===== config.mk =====
export PLATFORM = sky130hd
export DESIGN_NAME = voice_alloc
export DESIGN_NICKNAME = d
export VERILOG_FILES = /design/src/rtl/voice_alloc.sv
export SDC_FILE = /design/constraint.sdc
export NUM_CORES = 1
export LEC_CHECK = 0
export ABC_AREA = 0
export ABC_CLOCK_PERIOD_IN_PS = 9700
export CORE_MARGIN = 3
export CORE_UTILIZATION = 60
export CTS_CLUSTER_DIAMETER = 100
export CTS_CLUSTER_SIZE = 30
export DETAILED_ROUTE_END_ITERATION = 12
export PLACE_DENSITY = 0.84
export SLEW_MARGIN = 15
export SYNTH_ARGS = -nofsm -noshare
export SYNTH_HDL_FRONTEND = slang
export SYNTH_SLANG_ARGS = --single-unit

===== constraint.sdc =====
create_clock -name clk -period 9.7 [get_ports clk]
set_input_delay 2.91 -clock clk [delete_from_list [all_inputs] [get_ports clk]]
set_output_delay 2.91 -clock clk [all_outputs]
set_load 0.05 [all_outputs]

===== src/rtl/voice_alloc.sv =====
// Polyphonic voice allocator: MIDI note strobes -> per-voice gate/trig/note/velocity.
// Oldest-first allocation with stealing; queued events are resolved by a one-voice-per-cycle scan.
//
// state  | meaning
// IDLE   | waiting for a queued event, pops it into the event register
// SCAN   | examines voice idx, tracks match / oldest free / oldest active
// COMMIT | applies the event to the chosen voice
// REGATE | raises the gate again one cycle after a retrigger or steal
module voice_alloc #(
  parameter int VOICES     = 4,
  parameter int FIFO_DEPTH = 4
) (
  input  logic                clk,
  input  logic                rst_n,
  input  logic                note_on,
  input  logic                note_off,
  input  logic                panic,
  input  logic [6:0]          note,
  input  logic [6:0]          velocity,
  output logic [VOICES-1:0]   gate,
  output logic [VOICES-1:0]   trig,
  output logic [7*VOICES-1:0] voice_note,
  output logic [7*VOICES-1:0] voice_vel,
  output logic                busy,
  output logic                ovf
);
  localparam int IW = (VOICES > 1) ? $clog2(VOICES) : 1;
  localparam int AW = (FIFO_DEPTH > 1) ? $clog2(FIFO_DEPTH) : 1;
  localparam logic [IW-1:0] LAST = IW'(VOICES - 1);

  typedef enum logic [1:0] {IDLE, SCAN, COMMIT, REGATE} state_t;
  state_t state, state_nxt;

  logic [14:0]   fifo_mem [FIFO_DEPTH];
  logic [14:0]   ev_in;
  logic [AW-1:0] wr_ptr, rd_ptr;
  logic [AW:0]   count, count_nxt;
  logic          fifo_empty, fifo_full, strobe, push, drop, pop;

  logic          ev_on;
  logic [6:0]    ev_note, ev_vel;
  logic [IW-1:0] idx, tgt, sel;
  logic          sel_regate;
  logic          match_vld, free_vld, act_vld;
  logic [IW-1:0] match_idx, free_idx, act_idx, free_rank, act_rank;
  logic [IW-1:0] rank [VOICES];
  logic          cur_gate;
  logic [6:0]    cur_note;
  logic [IW-1:0] cur_rank;

  assign fifo_empty = (count == '0);
  assign fifo_full  = (count == (AW+1)'(FIFO_DEPTH));
  assign strobe     = note_on | note_off;

  always_ff @(posedge clk or negedge rst_n) begin
    if (!rst_n) state <= IDLE;
    else        state <= state_nxt;
  end

  always_comb begin
    state_nxt = state;
    case (state)
      IDLE:    if (!fifo_empty) state_nxt = SCAN;
      SCAN:    if (idx == LAST) state_nxt = COMMIT;
      COMMIT:  state_nxt = (ev_on && sel_regate) ? REGATE : IDLE;
      REGATE:  state_nxt = IDLE;
      default: state_nxt = IDLE;
    endcase
    if (panic) state_nxt = IDLE;
  end

  always_comb begin
    push = strobe & ~panic & ~fifo_full;
    drop = strobe & ~panic & fifo_full;
    pop  = (state == IDLE) & ~fifo_empty & ~panic;
    if (note_on && velocity != 7'd0) ev_in = {1'b1, note, velocity};
    else                             ev_in = {1'b0, note, 7'd0};
    count_nxt = panic ? '0 : count + {{AW{1'b0}}, push} - {{AW{1'b0}}, pop};
    // match first (retrigger), then oldest free voice, otherwise steal the oldest active one
    sel        = act_idx;
    sel_regate = 1'b1;
    if (match_vld) begin
      sel = match_idx;
    end else if (free_vld) begin
      sel        = free_idx;
      sel_regate = 1'b0;
    end
    cur_gate = 1'b0;
    cur_note = '0;
    cur_rank = '0;
    for (int i = 0; i < VOICES; i++) begin
      if (IW'(i) == idx) begin
        cur_gate = gate[i];
        cur_note = voice_note[7*i +: 7];
        cur_rank = rank[i];
      end
    end
  end

  always_ff @(posedge clk) begin
    if (push) fifo_mem[wr_ptr] <= ev_in;
  end

  always_ff @(posedge clk or negedge rst_n) begin
    if (!rst_n) begin
      gate       <= '0;
      trig       <= '0;
      voice_note <= '0;
      voice_vel  <= '0;
      busy       <= 1'b0;
      ovf        <= 1'b0;
      wr_ptr     <= '0;
      rd_ptr     <= '0;
      count      <= '0;
      ev_on      <= 1'b0;
      ev_note    <= '0;
      ev_vel     <= '0;
      idx        <= '0;
      tgt        <= '0;
      match_vld  <= 1'b0;
      free_vld   <= 1'b0;
      act_vld    <= 1'b0;
      match_idx  <= '0;
      free_idx   <= '0;
      act_idx    <= '0;
      free_rank  <= '0;
      act_rank   <= '0;
      for (int i = 0; i < VOICES; i++) rank[i] <= IW'(VOICES - 1 - i);
    end else begin
      trig  <= '0;
      count <= count_nxt;
      busy  <= (state_nxt != IDLE) || (count_nxt != '0);
      if (panic) begin
        gate   <= '0;
        ovf    <= 1'b0;
        wr_ptr <= '0;
        rd_ptr <= '0;
      end else begin
        if (drop) ovf <= 1'b1;
        if (push) wr_ptr <= wr_ptr + 1'b1;
        if (pop) begin
          rd_ptr                   <= rd_ptr + 1'b1;
          {ev_on, ev_note, ev_vel} <= fifo_mem[rd_ptr];
          idx                      <= '0;
          match_vld                <= 1'b0;
          free_vld                 <= 1'b0;
          act_vld                  <= 1'b0;
        end
        case (state)
          SCAN: begin
            if (cur_gate && cur_note == ev_note) begin
              match_vld <= 1'b1;
              match_idx <= idx;
            end
            if (!cur_gate && (!free_vld || cur_rank > free_rank)) begin
              free_vld  <= 1'b1;
              free_idx  <= idx;
              free_rank <= cur_rank;
            end
            if (cur_gate && (!act_vld || cur_rank > act_rank)) begin
              act_vld  <= 1'b1;
              act_idx  <= idx;
              act_rank <= cur_rank;
            end
            idx <= idx + 1'b1;
          end
          COMMIT: begin
            if (ev_on) begin
              tgt <= sel;
              for (int i = 0; i < VOICES; i++) begin
                if (IW'(i) == sel) begin
                  voice_note[7*i +: 7] <= ev_note;
                  voice_vel[7*i +: 7]  <= ev_vel;
                  trig[i]              <= 1'b1;
                  gate[i]              <= ~sel_regate;
                  rank[i]              <= '0;
                end else if (rank[i] < rank[sel]) begin
                  rank[i] <= rank[i] + 1'b1;
                end
              end
            end else if (match_vld) begin
              for (int i = 0; i < VOICES; i++)
                if (IW'(i) == match_idx) gate[i] <= 1'b0;
            end
          end
          REGATE: begin
            for (int i = 0; i < VOICES; i++)
              if (IW'(i) == tgt) gate[i] <= 1'b1;
          end
          default: ;
        endcase
      end
    end
  end
endmodule

==> summary.md <==
| Metric | Value |
|---|---|
| Outcome | `completed` |
| Crit path kind | `input port to flop` |
| Reg power frac | `0.452` |
| GPL Wtd Cong | `0.861` |
| Core Area | `0.0123 mm^2` |
| Clock share of power | `0.282` |
| Max Slew Vio Count | `0` |
| Share of cells above drive strength 1 | `0.198` |
| Slew HR | `0.254` |
| LEAKAGE | `3.82 nW` |
| Clock-pin slew on the worst setup and hold paths | `0.06 ns` |
| Setup bufs post-CTS | `0` |
| Skew final | `0.00552 ns` |
| Worst-case clock buffer depth | `2` |
| Critical Path AT | `6.52 ns` |
| First-pass GRT wire length | `27500 um` |
| Sequential cell area | `0.00468 mm^2` |
| Sequential fraction of the synthesis area | `0.603` |
| DRT iter0 DRCs | `452` |
| Synth Warn # | `0` |
| Worst-margin pin slew | `1.12 ns` |
| Pre-CTS WS | `3.05 ns` |
| CP endpoint kind | `flop` |
| HPWL Detailed | `11900 um` |
| Post-synth EDFFs | `60` |
| Final Cell Area | `0.00929 mm^2` |
| PwrDens | `243 mW/mm^2` |
| Crit share post-route | `0.641` |
| Initial Util | `0.631` |
| CTS tree | `done` |
| Max VDD drop | `0.000167 V` |
| Wirelength per Cell | `20.4 um` |
| Insertion delay to the later sink of the worst-skew pair | `0.43 ns` |
| Die area | `0.0144 mm^2` |
| Fmax | `0.161 GHz` |
| Wirelength, routed | `17200 um` |
| Ant diodes | `0` |
| Root Buffer Master | `clkbuf_16` |
| Post-CTS resize count | `0` |
| Total number of vias | `5077` |
| Final worst slack | `3.49 ns` |
| IO Port Bufs | `84` |
| DRT Pass-1 Iters | `5` |
| Sw Share | `0.340` |
| #FFs+latches synth | `175` |
| Num CTS Buffers | `17` |
| Minimum clock period | `6.21 ns` |
| Total Routing Usage GR | `0.252` |
| Worst hold path type | `flop to flop` |
| P&R area growth vs syn | `19.5%` |
| # rows | `40` |
| Post-synth cell types | `58` |
| Comb pwr share | `0.266` |
| Drt via density | `6.02` |
| Final setup TNS | `0 ns` |
| Die width | `120 um` |
| Hold_buf cts | `0` |
| Final ANT Viol Nets | `0` |
| Top FF cell, synth | `dfrtp_1` |
| H-tree levels | `4` |
| RSZ-0062 raised after global routing | `false` |
| Area of the multi-input gates | `0.00290 mm^2` |
| Syn_area_per_cell | `13.4 um^2` |
| Net count, final | `701` |
| P_int | `1.49 mW` |
| Vias in the first global route | `5147` |
| Netlist Area Pre-Place | `0.00777 mm^2` |
| CP max FO | `16` |
| Die height | `120 um` |
| Post-Synthesis Cells | `578` |
| Max_cap viols | `0` |
| Final Hold Fails | `0` |
| # clock sinks | `175` |
| Largest net degree at the start of global routing | `60` |
| Hold WS | `0.508 ns` |
| Cell area after placement | `0.00874 mm^2` |
| Remaining DRCs | `0` |
| CP Launch Type | `input port` |
| Syn nets | `616` |
| Initial antenna violation count | `0` |
| Total gr overflow | `0` |
| Async SR Flop Fraction | `0.657` |
| Fillers | `775` |
| Switching power | `0.766 mW` |
| Final Setup Violations | `0` |
| Ports | `85` |
| Worst EP required | `10.01 ns` |
==> flip-flops by register name (all words and copies together), names as in the netlist, 3 cells and up <==
register / count
voice_note: 28
ev_vel: 7
rank: 8
trig: 4
ev_note: 7
count: 3
gate: 4
fifo_mem: 60
voice_vel: 28
==> metal layers <==
metal / share of wire / vias to the layer above / track usage / wire length [um]
li1: - / 2290 / - / -
met2: 0.51 / 177 / 0.430 / 8870
met3: 0.051 / 36 / 0.0570 / 881
met5: 0 / - / 0 / 0
met1: 0.41 / 2574 / 0.310 / 7070
met4: 0.025 / 0 / 0.107 / 425
==> area by class of cell <==
cell class,instances,area share
flip-flops and latches,175,0.504
multi-input cells,364,0.313
repair buffers,87,0.0927
clock buffers,18,0.0462
well taps,168,0.0226
clock inverters,14,0.0127
inverters,18,0.00876
==> placed cells by master, fill, tap and decap left out, drive strengths merged, types with 3 or more instances in the layout <==
cell type and instances:
dfrtp 111, clkdlybuf4s50 83, mux2 73, nand2 63, edfxtp 60, o21ai 31
nor2 22, a21oi 19, inv 19, ha 18, clkbuf 18, mux4 16
and2 13, or3 10, nor2b 9, o22ai 9, o211a 7, clkinv 7
nor3 6, mux2i 5, nand2b 5, nand3 5, o21a 5, xnor2 4
nand3b 4, buf 4, dfstp 4, nor4 4, clkinvlp 4, a31oi 3
nor3b 3, nand4 3, a21o 3, o31ai 3, a21boi 3, a211oi 3
==> cell families after synthesis <==
group,synth area share
adder cells (fa/ha/maj),0.0316
buffers and inverters,0.0243
flip-flops,0.603
AND/OR/NAND/NOR,0.0995
AO/OA/AOI/OAI,0.0776
XOR/XNOR,0.00563
multiplexers,0.159
==> synth_stat cells (4+ instances only) <==
master,number,area [um^2]
inv_1,16,60.1
a21oi_1,19,95.1
nor2_1,18,67.6
nand2_1,63,236
nor2b_1,9,56.3
buf_2,8,40.0
mux2_2,70,788
dfstp_2,4,105
clkbuf_1,8,30.0
or3_1,10,62.6
nand3_1,5,25.0
o211a_1,7,70.1
and2_1,13,81.3
mux4_2,16,360
nand2b_1,5,31.3
nand3b_1,4,30.0
edfxtp_1,60,1800
o21ai_0,29,145
dfrtp_1,111,2780
o22ai_1,8,50.1
mux2i_1,5,50.1
ha_1,18,225
nor3_1,6,30.0
xnor2_1,4,35.0
o21a_1,5,37.5
==> worst max-delay path, cell delays in order <==
cell             delay (ns)
clkdlybuf4s50_1        0.84
or2_2                  0.36
clkinv_1               0.46
ha_1                   0.45
inv_1                  0.06
ha_1                   0.13
inv_1                  0.05
fa_1                   0.38
xnor2_1                0.16
nor2_1                 0.07
or3_1                  0.33
or3_1                  0.31
==> final timing paths <==
kind / start / slack (ns) / depth (start not counted) / endpoint
max: panic / 3.49 / 12 / busy
min: act_vld / 0.51 / 1 / act_vld
max reg2reg: count[1] / 5.98 / 13 / busy
min reg2reg: act_vld / 0.51 / 1 / act_vld
max in group asynchronous: rst_n / 5.98 / 2 / voice_note[19]
min in group asynchronous: rst_n / 2.53 / 1 / rank[3]
==> through the flow <==
stage | cells | total power, mW | utilization
after detailed placement | 812 | 1.62 | 0.710
after floorplan | 578 | 1.42 | -
final | 844 | 2.25 | 0.754
after CTS | 844 | 2.26 | 0.754
after global routing | 844 | 2.36 | 0.754
after global placement | 812 | 1.58 | 0.710
==> power by group through the flow <==
stage / Sequential, mW / Combinational, mW / Clock, mW
after CTS: 1.02 / 0.602 / 0.643
after detailed placement: 1.03 / 0.593 / 0
after floorplan: 1.01 / 0.410 / 0
final: 1.02 / 0.600 / 0.635
after global routing: 1.04 / 0.652 / 0.673
after global placement: 1.02 / 0.564 / 0
No activity file was read; power rests on OpenSTA's default activity.
